$ cat src/rtl/uart_rx_fifo_feeder.sv
// 8N1 serial receiver that writes each good byte into a downstream byte FIFO.
// Bytes arriving while the FIFO is full are dropped and counted; bad stop bits are flagged.
module uart_rx_fifo_feeder #(
  parameter int CLKS_PER_BIT = 16
) (
  input  logic       i_clk,
  input  logic       i_rst,
  input  logic       i_rx_in,
  input  logic       i_full,
  output logic       o_wr,
  output logic [7:0] o_din,
  output logic       o_overrun,
  output logic       o_frame_err,
  output logic       o_busy,
  output logic [7:0] o_drop_cnt
);

  localparam int CW = $clog2(CLKS_PER_BIT);
  localparam logic [CW-1:0] HALF_M1 = CW'(CLKS_PER_BIT / 2 - 1);
  localparam logic [CW-1:0] LAST    = CW'(CLKS_PER_BIT - 1);

  typedef enum logic [2:0] {
    S_IDLE, S_START, S_DATA, S_STOP, S_WAIT_HIGH
  } state_t;

  logic          r_sync1, r_rx_s;
  state_t        r_state, w_state_next;
  logic [CW-1:0] r_cnt, w_cnt_next;
  logic [2:0]    r_idx, w_idx_next;
  logic [7:0]    r_shift, w_shift_next;
  logic          w_wr_next, w_overrun_next, w_ferr_next;
  logic          r_wr, r_overrun, r_frame_err;
  logic [7:0]    r_din, r_drop_cnt;

  always_ff @(posedge i_clk or posedge i_rst) begin
    if (i_rst) begin
      r_sync1 <= 1'b1;
      r_rx_s  <= 1'b1;
    end else begin
      r_sync1 <= i_rx_in;
      r_rx_s  <= r_sync1;
    end
  end

  always_comb begin
    w_state_next   = r_state;
    w_cnt_next     = r_cnt;
    w_idx_next     = r_idx;
    w_shift_next   = r_shift;
    w_wr_next      = 1'b0;
    w_overrun_next = 1'b0;
    w_ferr_next    = 1'b0;
    case (r_state)
      S_IDLE: begin
        // The detection cycle is already the first cycle of the start bit.
        if (!r_rx_s) begin
          w_state_next = S_START;
          w_cnt_next   = CW'(1);
        end
      end
      S_START: begin
        if (r_cnt == HALF_M1) begin
          w_cnt_next = '0;
          w_idx_next = 3'd0;
          w_state_next = r_rx_s ? S_IDLE : S_DATA;
        end else begin
          w_cnt_next = r_cnt + 1'b1;
        end
      end
      S_DATA: begin
        if (r_cnt == LAST) begin
          w_cnt_next   = '0;
          w_shift_next = {r_rx_s, r_shift[7:1]};
          w_idx_next   = r_idx + 3'd1;
          if (r_idx == 3'd7) w_state_next = S_STOP;
        end else begin
          w_cnt_next = r_cnt + 1'b1;
        end
      end
      S_STOP: begin
        if (r_cnt == LAST) begin
          w_cnt_next = '0;
          if (r_rx_s) begin
            w_wr_next      = !i_full;
            w_overrun_next = i_full;
            w_state_next   = S_IDLE;
          end else begin
            w_ferr_next  = 1'b1;
            w_state_next = S_WAIT_HIGH;
          end
        end else begin
          w_cnt_next = r_cnt + 1'b1;
        end
      end
      S_WAIT_HIGH: begin
        if (r_rx_s) w_state_next = S_IDLE;
      end
      default: w_state_next = S_IDLE;
    endcase
  end

  always_ff @(posedge i_clk or posedge i_rst) begin
    if (i_rst) begin
      r_state     <= S_IDLE;
      r_cnt       <= '0;
      r_idx       <= 3'd0;
      r_shift     <= 8'h00;
      r_wr        <= 1'b0;
      r_overrun   <= 1'b0;
      r_frame_err <= 1'b0;
      r_din       <= 8'h00;
      r_drop_cnt  <= 8'h00;
    end else begin
      r_state     <= w_state_next;
      r_cnt       <= w_cnt_next;
      r_idx       <= w_idx_next;
      r_shift     <= w_shift_next;
      r_wr        <= w_wr_next;
      r_overrun   <= w_overrun_next;
      r_frame_err <= w_ferr_next;
      if (w_wr_next) r_din <= r_shift;
      if (w_overrun_next && r_drop_cnt != 8'hFF) r_drop_cnt <= r_drop_cnt + 8'd1;
    end
  end

  assign o_wr        = r_wr;
  assign o_din       = r_din;
  assign o_overrun   = r_overrun;
  assign o_frame_err = r_frame_err;
  assign o_busy      = (r_state != S_IDLE);
  assign o_drop_cnt  = r_drop_cnt;

endmodule
$ cat config.mk
export PLATFORM = sky130hd
export DESIGN_NAME = uart_rx_fifo_feeder
export DESIGN_NICKNAME = d
export VERILOG_FILES = /design/src/rtl/uart_rx_fifo_feeder.sv
export SDC_FILE = /design/constraint.sdc
export NUM_CORES = 1
export LEC_CHECK = 0
export CAP_MARGIN = 15
export CORE_MARGIN = 3
export CORE_UTILIZATION = 25
export CTS_CLUSTER_SIZE = 40
export DETAILED_ROUTE_END_ITERATION = 8
export PLACE_DENSITY = 0.55
export REMOVE_ABC_BUFFERS = 1
export SLEW_MARGIN = 0
export SYNTH_ARGS = -nofsm -noshare
export SYNTH_HDL_FRONTEND = slang
export SYNTH_SLANG_ARGS = --single-unit
export TNS_END_PERCENT = 20
$ cat constraint.sdc
create_clock -name i_clk -period 1.9 [get_ports i_clk]
set_input_delay 0.38 -clock i_clk [delete_from_list [all_inputs] [get_ports i_clk]]
set_output_delay 0.38 -clock i_clk [all_outputs]
set_load 0.05 [all_outputs]
==> results of run 1 <==
registers in the layout, indices dropped and copies added, names as in the netlist:
register / flops
o_frame_err: 1
o_drop_cnt: 8
o_wr: 1
r_cnt: 4
r_state: 3
r_sync1: 1
r_idx: 3
r_shift: 8
o_overrun: 1
o_din: 8
r_rx_s: 1
metrics by stage:
step                      power [W]  hold WS [ns]  instances  setup slack, ns
final                      0.002176        0.3618        281          0.06553
after global routing       0.002327        0.3684        281          0.01479
after CTS                  0.002211        0.3632        281          0.04273
after detailed placement   0.001638        0.3506        273         -0.02864
after global placement     0.001632        0.3492        273          0.02080
after floorplan            0.001457        0.3452        144         0.005547
how the worst min path moves through the flow:
stage / depth (start not counted) / end / slack (ns)
after floorplan: 0 / r_rx_s / 0.35
after global placement: 0 / r_rx_s / 0.35
after detailed placement: 0 / r_rx_s / 0.35
after CTS: 0 / r_rx_s / 0.36
after global routing: 0 / r_rx_s / 0.37
final: 0 / r_rx_s / 0.36
area by class of cell:
type | count | area, µm² | area share (%)
Clock buffer | 5 | 68.82 | 3.057
Clock inverter | 3 | 20.02 | 0.8894
Inverter | 3 | 11.26 | 0.5003
Multi-Input combinational cell | 102 | 772.0 | 34.30
Sequential cell | 39 | 978.4 | 43.47
Tap cell | 96 | 120.1 | 5.336
Timing Repair Buffer | 33 | 280.3 | 12.45
layer usage:
metal / track usage [%] / part of all wire, % / wire length (µm)
met5: 0 / 0 / 0
met1: 12.33 / 50 / 1688
met3: 2.500 / 3.8 / 129
met2: 12.79 / 46 / 1539
met4: 3.061 / 0.68 / 23
power by group:
part / total, W / switching, W / leakage [nW] / internal (W)
clock network: 0.000557 / 0.000301 / 0.0402 / 0.000255
registers: 0.00105 / 0.000129 / 0.523 / 0.000920
logic: 0.000570 / 0.000321 / 0.471 / 0.000249
total: 0.00218 / 0.000752 / 1.03 / 0.00142
logic make-up after synthesis:
| group | count (synthesis) |
|---|---|
| and+or+nand+nor | 52 |
| DFF | 39 |
| muxes | 22 |
| AOI/OAI and AO/OA | 18 |
| buffers and inverters | 9 |
| xor gates and xnor gates | 6 |
| adders and majority gates | 4 |
layout by cell type, fill, tap and decap left out, types with 3 or more instances in the layout:
cell type         n
clkdlybuf4s50_1   8
mux2i_1           3
clkbuf_8          5
inv_1             3
buf_4            24
nor2_1           10
nand2b_1          4
a21oi_1           8
nand2_1           8
mux2_2           19
dfrtp_1          37
o21ai_0           5
ha_1              4
nand4_1           4
nand3_1           5
xnor2_1           5
nor3_1            3
==> flow_summary_export.csv, run 1 <==
group,metric,value,unit
sta,setup_viol,0,
logic_synthesis,ys_async_sr_fraction,100.0,%
setup_path,arrival,1.45,ns
logic_synthesis,synth_ff_type,"dfrtp_1",
cts,hold_buffers,0,
sta,max-slew-margin-rel,67.06,%
place,placed_area,0.002162,mm²
logic_synthesis,synth_cell_type_count,37,
sta,timing_hold_violations_final,0,
status,status,"finished, final reports clean",
place,port_buffers,23,
floorplan,pin_count,24,
logic_synthesis,synth_area_per_cell,11.97,µm²
cts,clock-sinks,39,
flow_run,maxCapViolations,0,
cts,post-cts-setup-buffers,0,
setup_path,crit_buf_inv,1,
final_layout,nFillCells,696,
setup_path,crit_type,"flip-flop to primary output",
logic_synthesis,yosysTopAreaCellShare,51.57,%
route,postRouteAntennaNets,0,
grt,grt_pass1_vias,1194,
logic_synthesis,synth_top_family_by_area,"simple AND/OR/NAND/NOR gates",
grt,grt_pass1_wl,5.802,mm
cts,cts-buffers-inserted,5,
floorplan,die_area,0.008235,mm²
setup_path,r2r-end,"o_drop_cnt[1]",
final_layout,drive_above_1_share,33.51,%
min_path,min_from,"r_sync1",
setup_path,critPathMaxFanout,2,
logic_synthesis,syn_inst,150,
grt,grt_max_degree,16,
logic_synthesis,yosys.area_share.simple,17.28,%
sta,finalCritPeriodShare,96.55,%
setup_path,r2r_slack,0.12,ns
logic_synthesis,ys_seq_area_share,54.49,%
setup_path,ff2ff_path_depth,4,
final_layout,nets,192,
logic_synthesis,yosys_warnings,0,
cts,htreeDepth,2,
setup_path,endpoint_kind,"primary output",
setup_path,crit_path_cell_trace,"clkdlybuf4s50_1",
place,place.gp.congestion,0.7571,
logic_synthesis,synth-compound-area-share,6.411,%
setup_path,max_stage_delay,0.80,ns
setup_path,path_depth,1,
logic_synthesis,synthAdderAreaFrac,2.787,%
floorplan,num_rows,30,
cts,cts_resized,0,
floorplan,initial_utilization,26.14,%
place,dp_hpwl,2.476,mm
floorplan,dieWidth,90.75,µm
grt,antenna_found_initial,0,
setup_path,crit_end,"o_din[3]",
logic_synthesis,synth_top_area_cell,"dfrtp_1",
cts,path_clk_slew,0.08,ns
cts,clockBufferDepth,2,
route,vias,1208,
setup_path,required,1.52,ns
logic_synthesis,synth_edf_count,0,
power,max-vdd-ir-drop,0.6010,mV
cts,clk_latency,0.29,ns
setup_path,critPathLaunchType,"flip-flop",
power,power.density,966.7,mW/mm²
logic_synthesis,synth_area_leaders,"dfrtp_1, mux2_2, dfstp_2",
final_layout,area_growth,25.37,%
sta,drv_slew,0,
sta,fmax,545.1,MHz
logic_synthesis,ys_ff_latch,39,
final_layout,fin_util,32.77,%
min_path,hold_class,"flip-flop to flip-flop",
route,wl_per_cell,12.03,µm
sta,tightest_slew,0.4925,ns
logic_synthesis,synth_xor_xnor_area_share,2.927,%
setup_path,critPathTopFamily,"buffers and inverters",
setup_path,worstSetupStartpoint,"o_din[3]",
cts,root_buffer,"clkbuf_8",
route,drt_iter0_drc,114,
sta,final.setup.tns,0,ns
logic_synthesis,synth_most_common_cell,"dfrtp_1",
power,power_leakage,1.034,nW
route,drc_errors,0,
sta,rsz0062_at_grt,"false",
grt,grt_usage,8.766,%
logic_synthesis,muxShareOfSynthArea,13.59,%
sta,finClkSkew,0.005413,ns
route,wl,3.381,mm
floorplan,coreArea,0.006869,mm²
logic_synthesis,netlist_area,0.001795,mm²
grt,grt_overflow,0,
sta,min_period,1.834,ns
logic_synthesis,synth_common_cells,"dfrtp_1, mux2_2, nor2_1",
route,viasPerCell,4.299,
final_layout,n_antenna_cell,0,
setup_path,reg2reg_from,"r_cnt[0]",
final_layout,design_area,0.002251,mm²
route,drt_pre_antenna_iters,4,
cts,cts_tree,"done",
floorplan,fp.dieH,90.75,µm
setup_path,slowest_stage,"clkdlybuf4s50_1",
(Power assumes the default switching activity.)
==> inputs of run 2 (changes only) <==
==> constraint.sdc (replaced) <==
create_clock -name i_clk -period 2.1 [get_ports i_clk]
set_input_delay 0.42 -clock i_clk [delete_from_list [all_inputs] [get_ports i_clk]]
set_output_delay 0.42 -clock i_clk [all_outputs]
set_load 0.05 [all_outputs]
==> flow_summary_export.csv, run 2 (same netlist as run 1, synthesis figures left out) <==
group,metric,value,unit
status,status,"finished, final reports clean",
setup_path,arrival,1.57,ns
route,wl_per_cell,11.91,µm
route,postRouteAntennaNets,0,
setup_path,critPathMaxFanout,7,
sta,finClkSkew,0.009790,ns
power,p_clk_share,26.5,%
final_layout,area_growth,25.37,%
power,seq_power_share,48.4,%
floorplan,num_rows,30,
sta,rsz0062_at_grt,"false",
place,placed_area,0.002160,mm²
place,place.gp.congestion,0.7027,
sta,max-slew-margin-rel,66.15,%
sta,fmax,501.5,MHz
final_layout,nets,187,
power,swShare,33.35,%
floorplan,fp.dieH,90.75,µm
route,drt_iter0_drc,34,
floorplan,initial_utilization,26.14,%
cts,cts_resized,0,
power,max-vdd-ir-drop,0.2913,mV
setup_path,crit_buf_inv,1,
final_layout,register_area,978.4,µm²
floorplan,pin_count,24,
floorplan,die_area,0.008235,mm²
setup_path,max_stage_delay,0.84,ns
grt,grt_usage,8.944,%
place,port_buffers,23,
cts,cts_tree,"done",
route,vias,1204,
route,drt_pre_antenna_iters,4,
power,comb_power_share,25.1,%
min_path,hold_class,"flip-flop to flip-flop",
flow_run,maxCapViolations,0,
grt,grt_pass1_wl,5.920,mm
sta,drv_slew,0,
setup_path,critPathLaunchType,"flip-flop",
sta,tightest_slew,0.5062,ns
route,viasPerCell,4.362,
cts,root_buffer,"clkbuf_8",
grt,grt_max_degree,40,
final_layout,design_area,0.002251,mm²
sta,min_period,1.994,ns
grt,grt_overflow,0,
setup_path,required,1.68,ns
cts,cts-buffers-inserted,5,
final_layout,n_antenna_cell,0,
setup_path,crit_type,"flip-flop to primary output",
grt,antenna_found_initial,0,
place,dp_hpwl,2.245,mm
route,drc_errors,0,
final_layout,layout_common_cells,"dfrtp_1, clkdlybuf4s50_1, mux2_2",
final_layout,multi_input_area,772.0,µm²
power,p_sw,0.0006558,W
final_layout,final_cells,276,
cts,htreeDepth,2,
floorplan,dieWidth,90.75,µm
setup_path,slowest_stage,"clkdlybuf4s50_1",
cts,clock-sinks,39,
final_layout,drive_above_1_share,23.33,%
sta,final.setup.tns,0,ns
sta,timing_hold_violations_final,0,
setup_path,endpoint_kind,"primary output",
cts,path_clk_slew,0.08,ns
final_layout,nFillCells,709,
power,power.internal,0.001311,W
grt,grt_pass1_vias,1232,
sta,finalCritPeriodShare,94.96,%
power,power_leakage,0.9894,nW
cts,hold_buffers,0,
sta,setup_viol,0,
place,dpl.cell_count,268,
setup_path,crit_path_cell_trace,"clkdlybuf4s50_1",
setup_path,critPathTopFamily,"buffers and inverters",
cts,clockBufferDepth,2,
floorplan,coreArea,0.006869,mm²
final_layout,layout_commonest_cell,"dfrtp_1",
cts,clk_latency,0.29,ns
power,power.density,873.6,mW/mm²
route,wl,3.287,mm
cts,post-cts-setup-buffers,0,
## run 2: metal layers
layer | GRT usage (%) | routed length, µm
met5 | 0 | 0
met4 | 3.827 | 61
met3 | 3.417 | 155
met2 | 13.40 | 1509
met1 | 11.45 | 1561
## run 2: per-stage QoR
stage / util [%] / hold slack (ns) / setup slack [ns] / power [W]
final: 32.77 / 0.3637 / 0.1059 / 0.001966
after global routing: 32.77 / 0.3668 / 0.03573 / 0.002103
after CTS: 32.77 / 0.3641 / 0.09572 / 0.002001
after detailed placement: 31.44 / 0.3490 / 0.1000 / 0.001460
after global placement: 31.44 / 0.3462 / 0.1286 / 0.001452
after floorplan: - / 0.3452 / 0.2055 / 0.001319
## run 2: final cells by class
class                   count  area share [%]
flip-flops and latches     39           43.47
multi-input cells         102           34.30
well taps                  96           5.336
clock buffers               7           3.835
clock inverters             1          0.2223
repair buffers             28           12.34
inverters                   3          0.5003
## run 2: power by group through the flow
stage | logic, W | registers, W | clock network (W)
after global routing | 0.000558 | 0.000965 | 0.000580
after global placement | 0.000492 | 0.000960 | 0
final | 0.000494 | 0.000951 | 0.000521
after CTS | 0.000500 | 0.000950 | 0.000551
after floorplan | 0.000330 | 0.000989 | 0
after detailed placement | 0.000496 | 0.000964 | 0
## run 2: final timing paths
path	end	slack, ns	from	depth (start not counted)
max in group asynchronous	r_rx_s	1.20	i_rst	3
min reg2reg	r_rx_s	0.36	r_sync1	0
max	o_drop_cnt[4]	0.11	o_drop_cnt[4]	1
max reg2reg	o_din[3]	0.32	r_cnt[0]	5
min	r_rx_s	0.36	r_sync1	0
min in group asynchronous	r_state[1]	0.54	i_rst	3
